<file path="src/rtl/bp_update_sched.sv">
`default_nettype none
// ============================================================================
//  Module   : bp_update_sched
//  Purpose  : Update scheduler for the local-history branch predictor.
//             After reset it sweeps the PHT (weakly not-taken) and the BHT
//             (zero history). Resolved M-stage branches are buffered in a
//             small FIFO and, once the sweep is done, drained one per cycle
//             as a read-modify-write on both tables.
//  Ports    : clk, rst (async, active-low)
//             branchM/pcsrcM/hashed_pcM/hashed_pc2M : resolved branch in M
//             full, init_busy, drop_cnt              : status
//             bht_raddr/bht_rdata, pht_raddr/pht_rdata : table read ports
//             bht_we/waddr/wdata, pht_we/waddr/wdata   : table write ports
//  Revision : 1.0  initial release
// ============================================================================
module bp_update_sched #(
    parameter int PHT_DEPTH  = 7,
    parameter int BHT_DEPTH  = 3,
    parameter int FIFO_DEPTH = 4
) (
    input  logic                           clk,
    input  logic                           rst,
    input  logic                           branchM,
    input  logic                           pcsrcM,
    input  logic [BHT_DEPTH-1:0]           hashed_pcM,
    input  logic [BHT_DEPTH-1:0]           hashed_pc2M,
    output logic                           full,
    output logic                           init_busy,
    output logic [7:0]                     drop_cnt,
    output logic [BHT_DEPTH-1:0]           bht_raddr,
    input  logic [PHT_DEPTH-BHT_DEPTH-1:0] bht_rdata,
    output logic [PHT_DEPTH-1:0]           pht_raddr,
    input  logic [1:0]                     pht_rdata,
    output logic                           bht_we,
    output logic [BHT_DEPTH-1:0]           bht_waddr,
    output logic [PHT_DEPTH-BHT_DEPTH-1:0] bht_wdata,
    output logic                           pht_we,
    output logic [PHT_DEPTH-1:0]           pht_waddr,
    output logic [1:0]                     pht_wdata
);

    localparam int H  = PHT_DEPTH - BHT_DEPTH;
    localparam int PW = $clog2(FIFO_DEPTH);
    localparam int CW = PW + 1;
    localparam int EW = 2 * BHT_DEPTH + 1;

    typedef enum logic [0:0] {
        ST_INIT = 1'b0,
        ST_RUN  = 1'b1
    } state_t;

    state_t               state_q, state_d;
    logic [PHT_DEPTH-1:0] c_q, c_d;
    logic [EW-1:0]        fifo_q [FIFO_DEPTH];
    logic [EW-1:0]        fifo_d [FIFO_DEPTH];
    logic [PW-1:0]        wr_ptr_q, wr_ptr_d;
    logic [PW-1:0]        rd_ptr_q, rd_ptr_d;
    logic [CW-1:0]        count_q, count_d;
    logic [7:0]           drop_cnt_q, drop_cnt_d;

    logic                 w_pop, w_push, w_drop;
    logic [EW-1:0]        w_head;
    logic [BHT_DEPTH-1:0] w_head_pc, w_head_pc2;
    logic                 w_head_dir;
    logic [PHT_DEPTH-1:0] w_pht_idx;
    logic [1:0]           w_pht_next;

    // Head entry layout: {hashed_pc, hashed_pc2, pcsrc}
    assign w_head     = fifo_q[rd_ptr_q];
    assign w_head_pc  = w_head[EW-1 -: BHT_DEPTH];
    assign w_head_pc2 = w_head[BHT_DEPTH:1];
    assign w_head_dir = w_head[0];
    assign w_pht_idx  = {w_head_pc2, bht_rdata};

    assign full      = (count_q == CW'(FIFO_DEPTH));
    assign init_busy = (state_q == ST_INIT);
    assign drop_cnt  = drop_cnt_q;
    assign bht_raddr = w_head_pc;
    assign pht_raddr = w_pht_idx;

    // Entries only leave the FIFO once the sweep is finished.
    assign w_pop  = (state_q == ST_RUN) && (count_q != '0);
    // A full FIFO still accepts a push when the head leaves in the same cycle.
    assign w_push = branchM && (!full || w_pop);
    assign w_drop = branchM && full && !w_pop;

    // 2-bit saturating counter update of the addressed PHT entry.
    always_comb begin
        w_pht_next = pht_rdata;
        if (w_head_dir) begin
            if (pht_rdata != 2'b11) w_pht_next = pht_rdata + 2'b01;
        end else begin
            if (pht_rdata != 2'b00) w_pht_next = pht_rdata - 2'b01;
        end
    end

    // Sweep / drain control and table write ports.
    always_comb begin
        state_d   = state_q;
        c_d       = c_q;
        bht_we    = 1'b0;
        bht_waddr = w_head_pc;
        bht_wdata = {bht_rdata[H-2:0], w_head_dir};
        pht_we    = 1'b0;
        pht_waddr = w_pht_idx;
        pht_wdata = w_pht_next;
        case (state_q)
            ST_INIT: begin
                pht_we    = 1'b1;
                pht_waddr = c_q;
                pht_wdata = 2'b01;
                // The BHT is smaller: only the first 2^BHT_DEPTH sweep steps hit it.
                bht_we    = (c_q[PHT_DEPTH-1:BHT_DEPTH] == '0);
                bht_waddr = c_q[BHT_DEPTH-1:0];
                bht_wdata = '0;
                c_d       = c_q + PHT_DEPTH'(1);
                if (c_q == '1) state_d = ST_RUN;
            end
            ST_RUN: begin
                bht_we = w_pop;
                pht_we = w_pop;
            end
            default: state_d = ST_INIT;
        endcase
    end

    // FIFO bookkeeping.
    always_comb begin
        fifo_d     = fifo_q;
        wr_ptr_d   = wr_ptr_q;
        rd_ptr_d   = rd_ptr_q;
        count_d    = count_q;
        drop_cnt_d = drop_cnt_q;
        if (w_push) begin
            fifo_d[wr_ptr_q] = {hashed_pcM, hashed_pc2M, pcsrcM};
            wr_ptr_d         = wr_ptr_q + PW'(1);
        end
        if (w_pop) rd_ptr_d = rd_ptr_q + PW'(1);
        case ({w_push, w_pop})
            2'b10:   count_d = count_q + CW'(1);
            2'b01:   count_d = count_q - CW'(1);
            default: count_d = count_q;
        endcase
        if (w_drop && (drop_cnt_q != 8'hFF)) drop_cnt_d = drop_cnt_q + 8'd1;
    end

    always_ff @(posedge clk or negedge rst) begin
        if (!rst) begin
            state_q    <= ST_INIT;
            c_q        <= '0;
            wr_ptr_q   <= '0;
            rd_ptr_q   <= '0;
            count_q    <= '0;
            drop_cnt_q <= '0;
            for (int i = 0; i < FIFO_DEPTH; i++) fifo_q[i] <= '0;
        end else begin
            state_q    <= state_d;
            c_q        <= c_d;
            wr_ptr_q   <= wr_ptr_d;
            rd_ptr_q   <= rd_ptr_d;
            count_q    <= count_d;
            drop_cnt_q <= drop_cnt_d;
            fifo_q     <= fifo_d;
        end
    end

endmodule
`default_nettype wire

</file>
<file path="config.mk">
export PLATFORM = sky130hd
export DESIGN_NAME = bp_update_sched
export DESIGN_NICKNAME = d
export VERILOG_FILES = /design/src/rtl/bp_update_sched.sv
export SDC_FILE = /design/constraint.sdc
export NUM_CORES = 1
export LEC_CHECK = 0
export CORE_MARGIN = 2
export CORE_UTILIZATION = 56
export CTS_CLUSTER_DIAMETER = 50
export DETAILED_ROUTE_END_ITERATION = 12
export GPL_TIMING_DRIVEN = 0
export PLACE_DENSITY = 0.86
export SLEW_MARGIN = 20
export SYNTH_ARGS = -nofsm -noshare
export SYNTH_HDL_FRONTEND = slang
export SYNTH_SLANG_ARGS = --single-unit
</file>
<file path="constraint.sdc">
create_clock -name clk -period 6.5 [get_ports clk]
set_input_delay 1.95 -clock clk [delete_from_list [all_inputs] [get_ports clk]]
set_output_delay 1.95 -clock clk [all_outputs]
set_load 0.03 [all_outputs]
</file>
==> metrics.txt, run 1 <==
status completed; Fin. Hold Viols 0; pin count of the biggest net entering global routing 30; DRT Pass-1 Iters 4; commonest non-fill, non-tap cell in the layout clkdlybuf4s50_1; DR vias approximately 1700; GRT Overall Usage 0.1995; grt total ovfl 0; clk_skew 0.01285 ns; DIE HEIGHT between 70 and 80 µm; WL/cell around 15 µm; crit path kind primary input to output port; Most used DFF post-synth dfrtp_1; measured slew at the worst slew-check pin roughly 0.54 ns; Final setup viols 0; n_diodes 0; H-tree depth 2; drt drc 0; synth warn 0; vias in the first global route roughly 1700; post-CTS setup buffers 0; Crit path required time 4.55 ns; CP endpoint kind output port; fin. max-slew vios 0; antenna violations before repair 0; Setup WS pre-CTS around 1.1 ns; Seq/Total Area, Yosys 0.4681; fin area around 0.0035 mm²; drt via density 5.123; first-pass GRT wire length 8.100 mm; Yosys reg bits 51; Filler cells between 300 and 400; CP Launch Type primary input; final worst-path cycle share 0.8250; hold path start c_q[5]; WHS Path Cells 1; Num CTS Buffers 5; Core Region about 0.0047 mm²; Die Area about 0.0054 mm²; GP Congestion 0.7717; fmax between 0.15 and 0.2 GHz; Post-DP HPWL 3.688 mm; Reg-to-Reg End count_q[2]; Reg2Reg Setup Slack about 4.3 ns; Rel. slew slack 0.6393; Die Wd ~74 µm; PwrDens ~370 mW/mm²; CTS Buffer Depth 2; Worst-path clk slew approximately 0.10 ns; syn nets ~230; number of synthesized flops with an enable pin 0; IR drop worst, VDD 0.2114 mV; area delta synth->final 27.21%; Hold Path Sink c_q[5]; Hold Path Class flip-flop to flip-flop; RSZ-0062 raised after global routing no; Final nets between 200 and 300; CP max FO 4; site row count 25; commonest non-fill, non-tap cells in the layout 52 x clkdlybuf4s50_1, 51 x dfrtp_1, 28 x mux2_4; CTS Root Cell clkbuf_8; min cycle time layout ~5.4 ns; I/O Buffers 53; Pleak roughly 1.6 nW; Routed WL 4.889 mm; Worst-Skew Late Latency 0.31 ns; R2R cell count 10; Avg Synthesized Cell Area 13.36 µm²; Final WS setup around 1.1 ns; synthesized cell area around 0.0027 mm²; synthesized netlist cell count about 200; clock sinks 51; placed cell count roughly 330; number of max-cap violations 0; Final TNS setup 0 ns; Top-Level Pins 54; drt first-iter violations between 80 and 90; Arr. time, crit path 3.41 ns; CTS tree done; final cell count without fillers ~330; count of cell types in the netlist 35; R2R Path Start state_q; Initial Util 0.5772; hold-fix buffers at CTS 0; DRT antenna net count 0; Resized cells post-CTS 0; placed instance area ~0.0034 mm²; asr flop ratio synth 1.000; total power approximately 0.0013 W; share of layout cells above drive strength 1 0.2481
## Yosys cell counts (3+ instances only)
library cell / number / share of area
o21ai_0: 4 / 0.0073
xnor2_1: 12 / 0.039
nand4_1: 4 / 0.0092
mux2_2: 6 / 0.025
inv_1: 8 / 0.011
and3_1: 4 / 0.0092
ha_1: 7 / 0.032
buf_4: 4 / 0.011
dfrtp_1: 51 / 0.47
and2_1: 4 / 0.0092
mux4_2: 7 / 0.058
nor2_1: 5 / 0.0069
nand3_1: 3 / 0.0055
mux2_4: 28 / 0.15
nand2_1: 23 / 0.032
nand2_8: 4 / 0.029
nand2b_1: 5 / 0.011
xor2_1: 5 / 0.016
## layer usage
layer	up-vias	part of all wire	global-route usage
li1	821	-	-
met3	2	0.035	0.05350
met5	-	0	0
met4	0	0.0055	0.04848
met1	851	0.47	0.2899
met2	32	0.49	0.3006
## worst max path at each step
stage | startpoint | endpoint | slack [ns] | cells after the start
global placement | pht_rdata[1] | pht_wdata[0] | 1.17 | 4
floorplan | pht_rdata[0] | pht_wdata[0] | 1.80 | 3
detailed placement | pht_rdata[1] | pht_wdata[0] | 1.12 | 4
CTS | pht_rdata[1] | pht_wdata[0] | 1.14 | 4
global route | pht_rdata[1] | pht_wdata[1] | 1.05 | 4
finish | pht_rdata[1] | pht_wdata[0] | 1.14 | 4
## sequential cells by signal, summed over array words and instances, names as in the netlist
name and count:
fifo_q 28, drop_cnt 8, c_q 7, count_q 3, rd_ptr_q 2, wr_ptr_q 2, state_q 1
## cell families after synthesis
kind of cell / after synthesis / share of synthesized area
and+or+nand+nor: 58 / 0.1354
DFF: 51 / 0.4681
muxes: 43 / 0.2446
buffers and inverters: 18 / 0.03671
xor gates and xnor gates: 17 / 0.05461
AOI/OAI and AO/OA: 9 / 0.02111
adders and majority gates: 8 / 0.03947
## power breakdown
part	internal, W	switching (W)
registers	0.000434	0.0000824
logic	0.000304	0.000232
clock network	0.000115	0.000109
## stage by stage
| stage | utilization | hold WS [ns] |
|---|---|---|
| global placement | 0.7073 | 0.4920 |
| CTS | 0.7343 | 0.5128 |
| detailed placement | 0.7105 | 0.4902 |
| finish | 0.7343 | 0.5068 |
| global route | 0.7343 | 0.5309 |
| floorplan | - | 0.4646 |
## worst max-delay path: stages
cell	delay, ns
clkdlybuf4s50_1	0.52
a21oi_1	0.08
o21ai_0	0.16
clkdlybuf4s50_1	0.70
## cell type report
class                   count  area [µm²]  area share
inverters                   9       33.78    0.009740
multi-input cells         135        1350      0.3892
clock buffers               5       68.82     0.01984
clock inverters             3       43.79     0.01263
flip-flops and latches     51        1276      0.3680
well taps                  67       83.83     0.02417
plain buffers               9       66.31     0.01912
repair buffers             54       545.5      0.1573
(Power assumes the default switching activity.)
==> run 2: changes to the inputs <==
CORE_UTILIZATION = 52   (was 56)
PLACE_DENSITY = 0.8   (was 0.86)
clock period = 5.4 ns   (was 6.5 ns; I/O delays follow)
==> run 2 against run 1 <==
Hold slack gained 0.0081 ns. Non-clock buffer count unchanged. Die area is 7.3% higher. Utilization is 5.3 points lower. Critical path depth did not move. Clock power increased by 4%. Total power is 18% higher. Clock skew decreased by 0.0082 ns. Register-to-register slack got worse by 1.1 ns. Combinational power up 21%. Largest cell class unchanged.
==> metrics.txt, run 2 (synthesis results as in run 1) <==
status completed; Pleak about 1.6 nW; IR drop worst, VDD around 0.22 mV; Rel. slew slack 0.6334; drt drc 0; Initial Util 0.5372; final cell count without fillers ~340; Largest register FFs 28; PwrDens 434.1 mW/mm²; Final TNS setup 0 ns; number of max-cap violations 0; Worst-path clk slew 0.09 ns; grt total ovfl 0; min cycle time layout around 4.7 ns; DRT antenna net count 0; commonest non-fill, non-tap cell in the layout clkdlybuf4s50_1; placed cell count approximately 330; I/O Buffers between 50 and 60; share of layout cells above drive strength 1 0.2481; GP Congestion roughly 0.76; first-pass GRT wire length about 8.8 mm; WL/cell around 15 µm; post-CTS setup buffers 0; commonest non-fill, non-tap cells in the layout 52 x clkdlybuf4s50_1, 51 x dfrtp_1, 28 x mux2_4; Final nets roughly 290; worst hold slack just over 0.5 ns; Final setup viols 0; CP endpoint kind output port; vias in the first global route 1770; placed instance area approximately 0.0034 mm²; Top-Level Pins 54; pin count of the biggest net entering global routing 32; area delta synth->final 26.85%; Top reg by flops fifo_q; CP max FO 4; measured slew at the worst slew-check pin 0.5500 ns; RSZ-0062 raised after global routing no; Post-DP HPWL around 3.7 mm; CTS Buffer Depth 2; drt via density around 5.1; fin. max-slew vios 0; Setup WS pre-CTS just over 0.7 ns; DR vias around 1700; Arr. time, crit path 3.08 ns; H-tree depth 2; final worst-path cycle share 0.8706; crit path kind primary input to output port; site row count 26; clk_skew 0.004642 ns; clock sinks 51; fin area around 0.0035 mm²; Crit path required time roughly 3.8 ns; hold-fix buffers at CTS 0; Resized cells post-CTS 0; drt first-iter violations 66; CTS tree done; Num CTS Buffers 5; n_diodes 0; Die Wd 76.41 µm; Fin. Hold Viols 0; fmax between 0.2 and 0.25 GHz; Core Region about 0.0051 mm²; Hold Path Class flip-flop to flip-flop; Final WS setup 0.6990 ns; antenna violations before repair 0; CP Launch Type primary input; Worst-Skew Late Latency slightly above 0.3 ns; Die Area around 0.0058 mm²; DRT Pass-1 Iters 4; DIE HEIGHT roughly 76 µm; CTS Root Cell clkbuf_8; Routed WL 5.073 mm; GRT Overall Usage 0.1914
[run 2: cell types whose count changed in the layout (fill, tap and decap cells not counted), sizes merged]
cell,change
bufinv,-1
clkbuf,+1
clkinv,-1
clkinvlp,+1
[run 2: area by class of cell]
class | instances | area, µm²
multi-input cells | 135 | 1350
flip-flops and latches | 51 | 1276
repair buffers | 54 | 545.5
well taps | 70 | 87.58
inverters | 9 | 33.78
clock buffers | 6 | 82.58
clock inverters | 2 | 16.27
plain buffers | 9 | 66.31
fillers | 383 | 1617
[run 2: critical path, stage by stage]
cell and delay, ns:
clkdlybuf4s50_1 0.52, o21ai_0 0.11, a21oi_1 0.14, clkdlybuf4s50_1 0.70
[run 2: path summary, 6_finish.rpt]
| check | start | end | slack [ns] | cells past startpoint |
|---|---|---|---|---|
| worst max register to register | state_q | count_q[2] | 3.16 | 10 |
| worst max-delay path | pht_rdata[1] | pht_wdata[1] | 0.70 | 4 |
| worst min-delay path | fifo_q[12] | fifo_q[12] | 0.51 | 1 |
| max in group asynchronous | rst | drop_cnt[5] | 3.60 | 2 |
| worst min register to register | fifo_q[12] | fifo_q[12] | 0.51 | 1 |
| min in group asynchronous | rst | fifo_q[13] | 1.27 | 1 |
[run 2: routing by layer]
layer,up-vias,part of all wire,global-route usage
met4,0,0.015,0.06545
met2,36,0.50,0.3097
li1,822,-,-
met1,864,0.46,0.2642
met5,-,0,0
met3,7,0.027,0.03081
[run 2: metrics by stage]
stage / total power (W) / utilization
after floorplan: 0.001097 / -
after global placement: 0.001255 / 0.6590
after detailed placement: 0.001277 / 0.6620
after CTS: 0.001517 / 0.6815
after global routing: 0.001592 / 0.6815
final: 0.001501 / 0.6815
[run 2: where the power goes]
group | total, W | internal (W) | switching, W | leakage, nW
combinational | 0.000647 | 0.000365 | 0.000282 | 0.899
clock | 0.000234 | 0.000105 | 0.000129 | 0.0474
sequential | 0.000620 | 0.000523 | 0.0000974 | 0.624
==> run 3: changes to the inputs <==
--- a/config.mk
+++ b/config.mk
@@ -12,5 +12,4 @@
 export GPL_TIMING_DRIVEN = 0
 export PLACE_DENSITY = 0.8
-export SLEW_MARGIN = 20
 export SYNTH_ARGS = -nofsm -noshare
 export SYNTH_HDL_FRONTEND = slang
==> constraint.sdc (replaced) <==
create_clock -name clk -period 5.4 [get_ports clk]
set_input_delay 1.08 -clock clk [delete_from_list [all_inputs] [get_ports clk]]
set_output_delay 1.08 -clock clk [all_outputs]
set_load 0.03 [all_outputs]
==> run 3 against run 2 <==
Clock skew grew 0.0013 ns. Clock power grew 10%. Non-clock buffer count is the same. Critical path depth is the same. Clock-buffer cell count is the same. Total power grew 1.6%. Final area grew 0.11%. Critical path type unchanged.
==> metrics.txt, run 3 (synthesis results as in run 1) <==
status completed; first-pass GRT wire length about 8.7 mm; commonest non-fill, non-tap cell in the layout clkdlybuf4s50_1; Filler cells ~400; Switching Share 0.3286; Reg power frac 0.408; CP max FO 4; Worst-path clk slew 0.09 ns; Die Wd 76.41 µm; pin count of the biggest net entering global routing 42; Combinational Power Share 0.423; Rel. slew slack 0.6517; CP most frequent cell clkdlybuf4s50_1; Final TNS setup 0 ns; M2 GR Usage 0.3044; I/O Buffers 53; vias in the first global route 1735; clk_skew between 0.005 and 0.006 ns; Setup WS pre-CTS roughly 1.8 ns; H-tree depth 2; IR drop worst, VDD 0.2316 mV; DR vias around 1700; Core Region 0.005075 mm²; Top-Level Pins 54; final cell count without fillers around 340; Switch Pwr about 0.00050 W; Fin. Hold Viols 0; Hold Path Class flip-flop to flip-flop; n_diodes 0; DRT antenna net count 0; crit-path cells clkdlybuf4s50_1 -> o21ai_0 -> a21oi_1 -> clkdlybuf4s50_1; PwrDens between 400 and 500 mW/mm²; fin. max-slew vios 0; min cycle time layout 3.609 ns; number of max-cap violations 0; slowest CP cell clkdlybuf4s50_1; GRT Overall Usage 0.1886; Final setup viols 0; post-CTS setup buffers 0; CTS Buffer Depth 2; grt met1 use 0.2603; clock power share 0.170; Worst path max stage delay approximately 0.7 ns; antenna violations before repair 0; clock sinks slightly above 50; drt drc 0; grt total ovfl 0; Initial Util 0.5372; Num CTS Buffers 5; hold-fix buffers at CTS 0; area delta synth->final 26.98%; DIE HEIGHT ~76 µm; Top reg by flops fifo_q; Worst-Skew Late Latency ~0.30 ns; commonest non-fill, non-tap cells in the layout 52 x clkdlybuf4s50_1, 51 x dfrtp_1, 28 x mux2_4; CTS tree done; multi-input combinational cell area 0.001350 mm²; WL/cell roughly 15 µm; Final WS setup 1.791 ns; CTS Root Cell clkbuf_8; measured slew at the worst slew-check pin 0.5224 ns; crit path kind primary input to output port; placed cell count 328; Final nets 289; worst hold slack around 0.51 ns; share of layout cells above drive strength 1 0.2415; Worst Path Buf+Inv 2; Post-DP HPWL about 3.7 mm; CP Launch Type primary input; drt first-iter violations 100; final worst-path cycle share 0.6683; Crit path required time 4.32 ns; GR peak layer met2; fmax approximately 0.28 GHz; register area roughly 0.0013 mm²; Largest register FFs 28; grt met3 use 0.02725; site row count 26; GP Congestion ~0.76; CP endpoint kind output port; Pleak about 1.6 nW; Routed WL between 4 and 5 mm; RSZ-0062 raised after global routing no; P_int a little over 0.001 W; Resized cells post-CTS 0; Top delay family on crit path buffers and inverters; Die Area 0.005838 mm²; DRT Pass-1 Iters 4; total power ~0.0015 W; Arr. time, crit path between 2 and 3 ns; drt via density just over 5
## run 3: changes by cell type in the layout (fill, tap and decap cells not counted)
cell,before,now
clkbuf_1,1,2
bufinv_16,0,1
clkinvlp_4,1,0
clkinv_4,1,0
clkbuf_8,6,5
## run 3: worst register-to-register path, stage by stage (launching register included)
cell and delay [ns]:
dfrtp_1 0.43, nor4b_4 0.42, nor2b_2 0.08, buf_6 0.18, inv_1 0.07, ha_1 0.16
inv_1 0.06, fa_1 0.37, xor2_1 0.15, nor2_1 0.11, xor2_1 0.15
## run 3: path summary, 6_finish.rpt
kind / from / to / slack [ns] / depth (start not counted)
worst min register to register: fifo_q[12] / fifo_q[12] / 0.51 / 1
max in group asynchronous: rst / c_q[3] / 4.26 / 2
worst min-delay path: fifo_q[12] / fifo_q[12] / 0.51 / 1
min in group asynchronous: rst / drop_cnt[6] / 0.64 / 1
worst max register to register: state_q / count_q[2] / 3.16 / 10
worst max-delay path: pht_rdata[1] / pht_wdata[1] / 1.79 / 4
## run 3: cell type report
type	instances	share of cell area
plain buffers	9	0.01915
clock buffers	6	0.02096
clock inverters	1	0.008674
inverters	9	0.009758
multi-input cells	135	0.3900
flip-flops and latches	51	0.3686
well taps	70	0.02530
repair buffers	54	0.1576
## run 3: power groups by stage
stage / clock, W / sequential, W / combinational [W]
final: 0.000258 / 0.000622 / 0.000645
after global routing: 0.000280 / 0.000643 / 0.000689
after CTS: 0.000264 / 0.000622 / 0.000652
after detailed placement: 0 / 0.000627 / 0.000651
after global placement: 0 / 0.000622 / 0.000633
after floorplan: 0 / 0.000623 / 0.000474
## run 3: stage by stage
step                cell area [µm²]  utilization
floorplan                      2726            -
global placement               3344       0.6590
detailed placement             3359       0.6620
CTS                            3462       0.6822
global route                   3462       0.6822
finish                         3462       0.6822
## run 3: metal layers
metal / wire (µm) / vias to the layer above / share of wire
met5: 0 / - / 0
met4: 70 / 0 / 0.014
li1: - / 823 / -
met2: 2482 / 33 / 0.50
met1: 2296 / 864 / 0.46
met3: 141 / 6 / 0.028
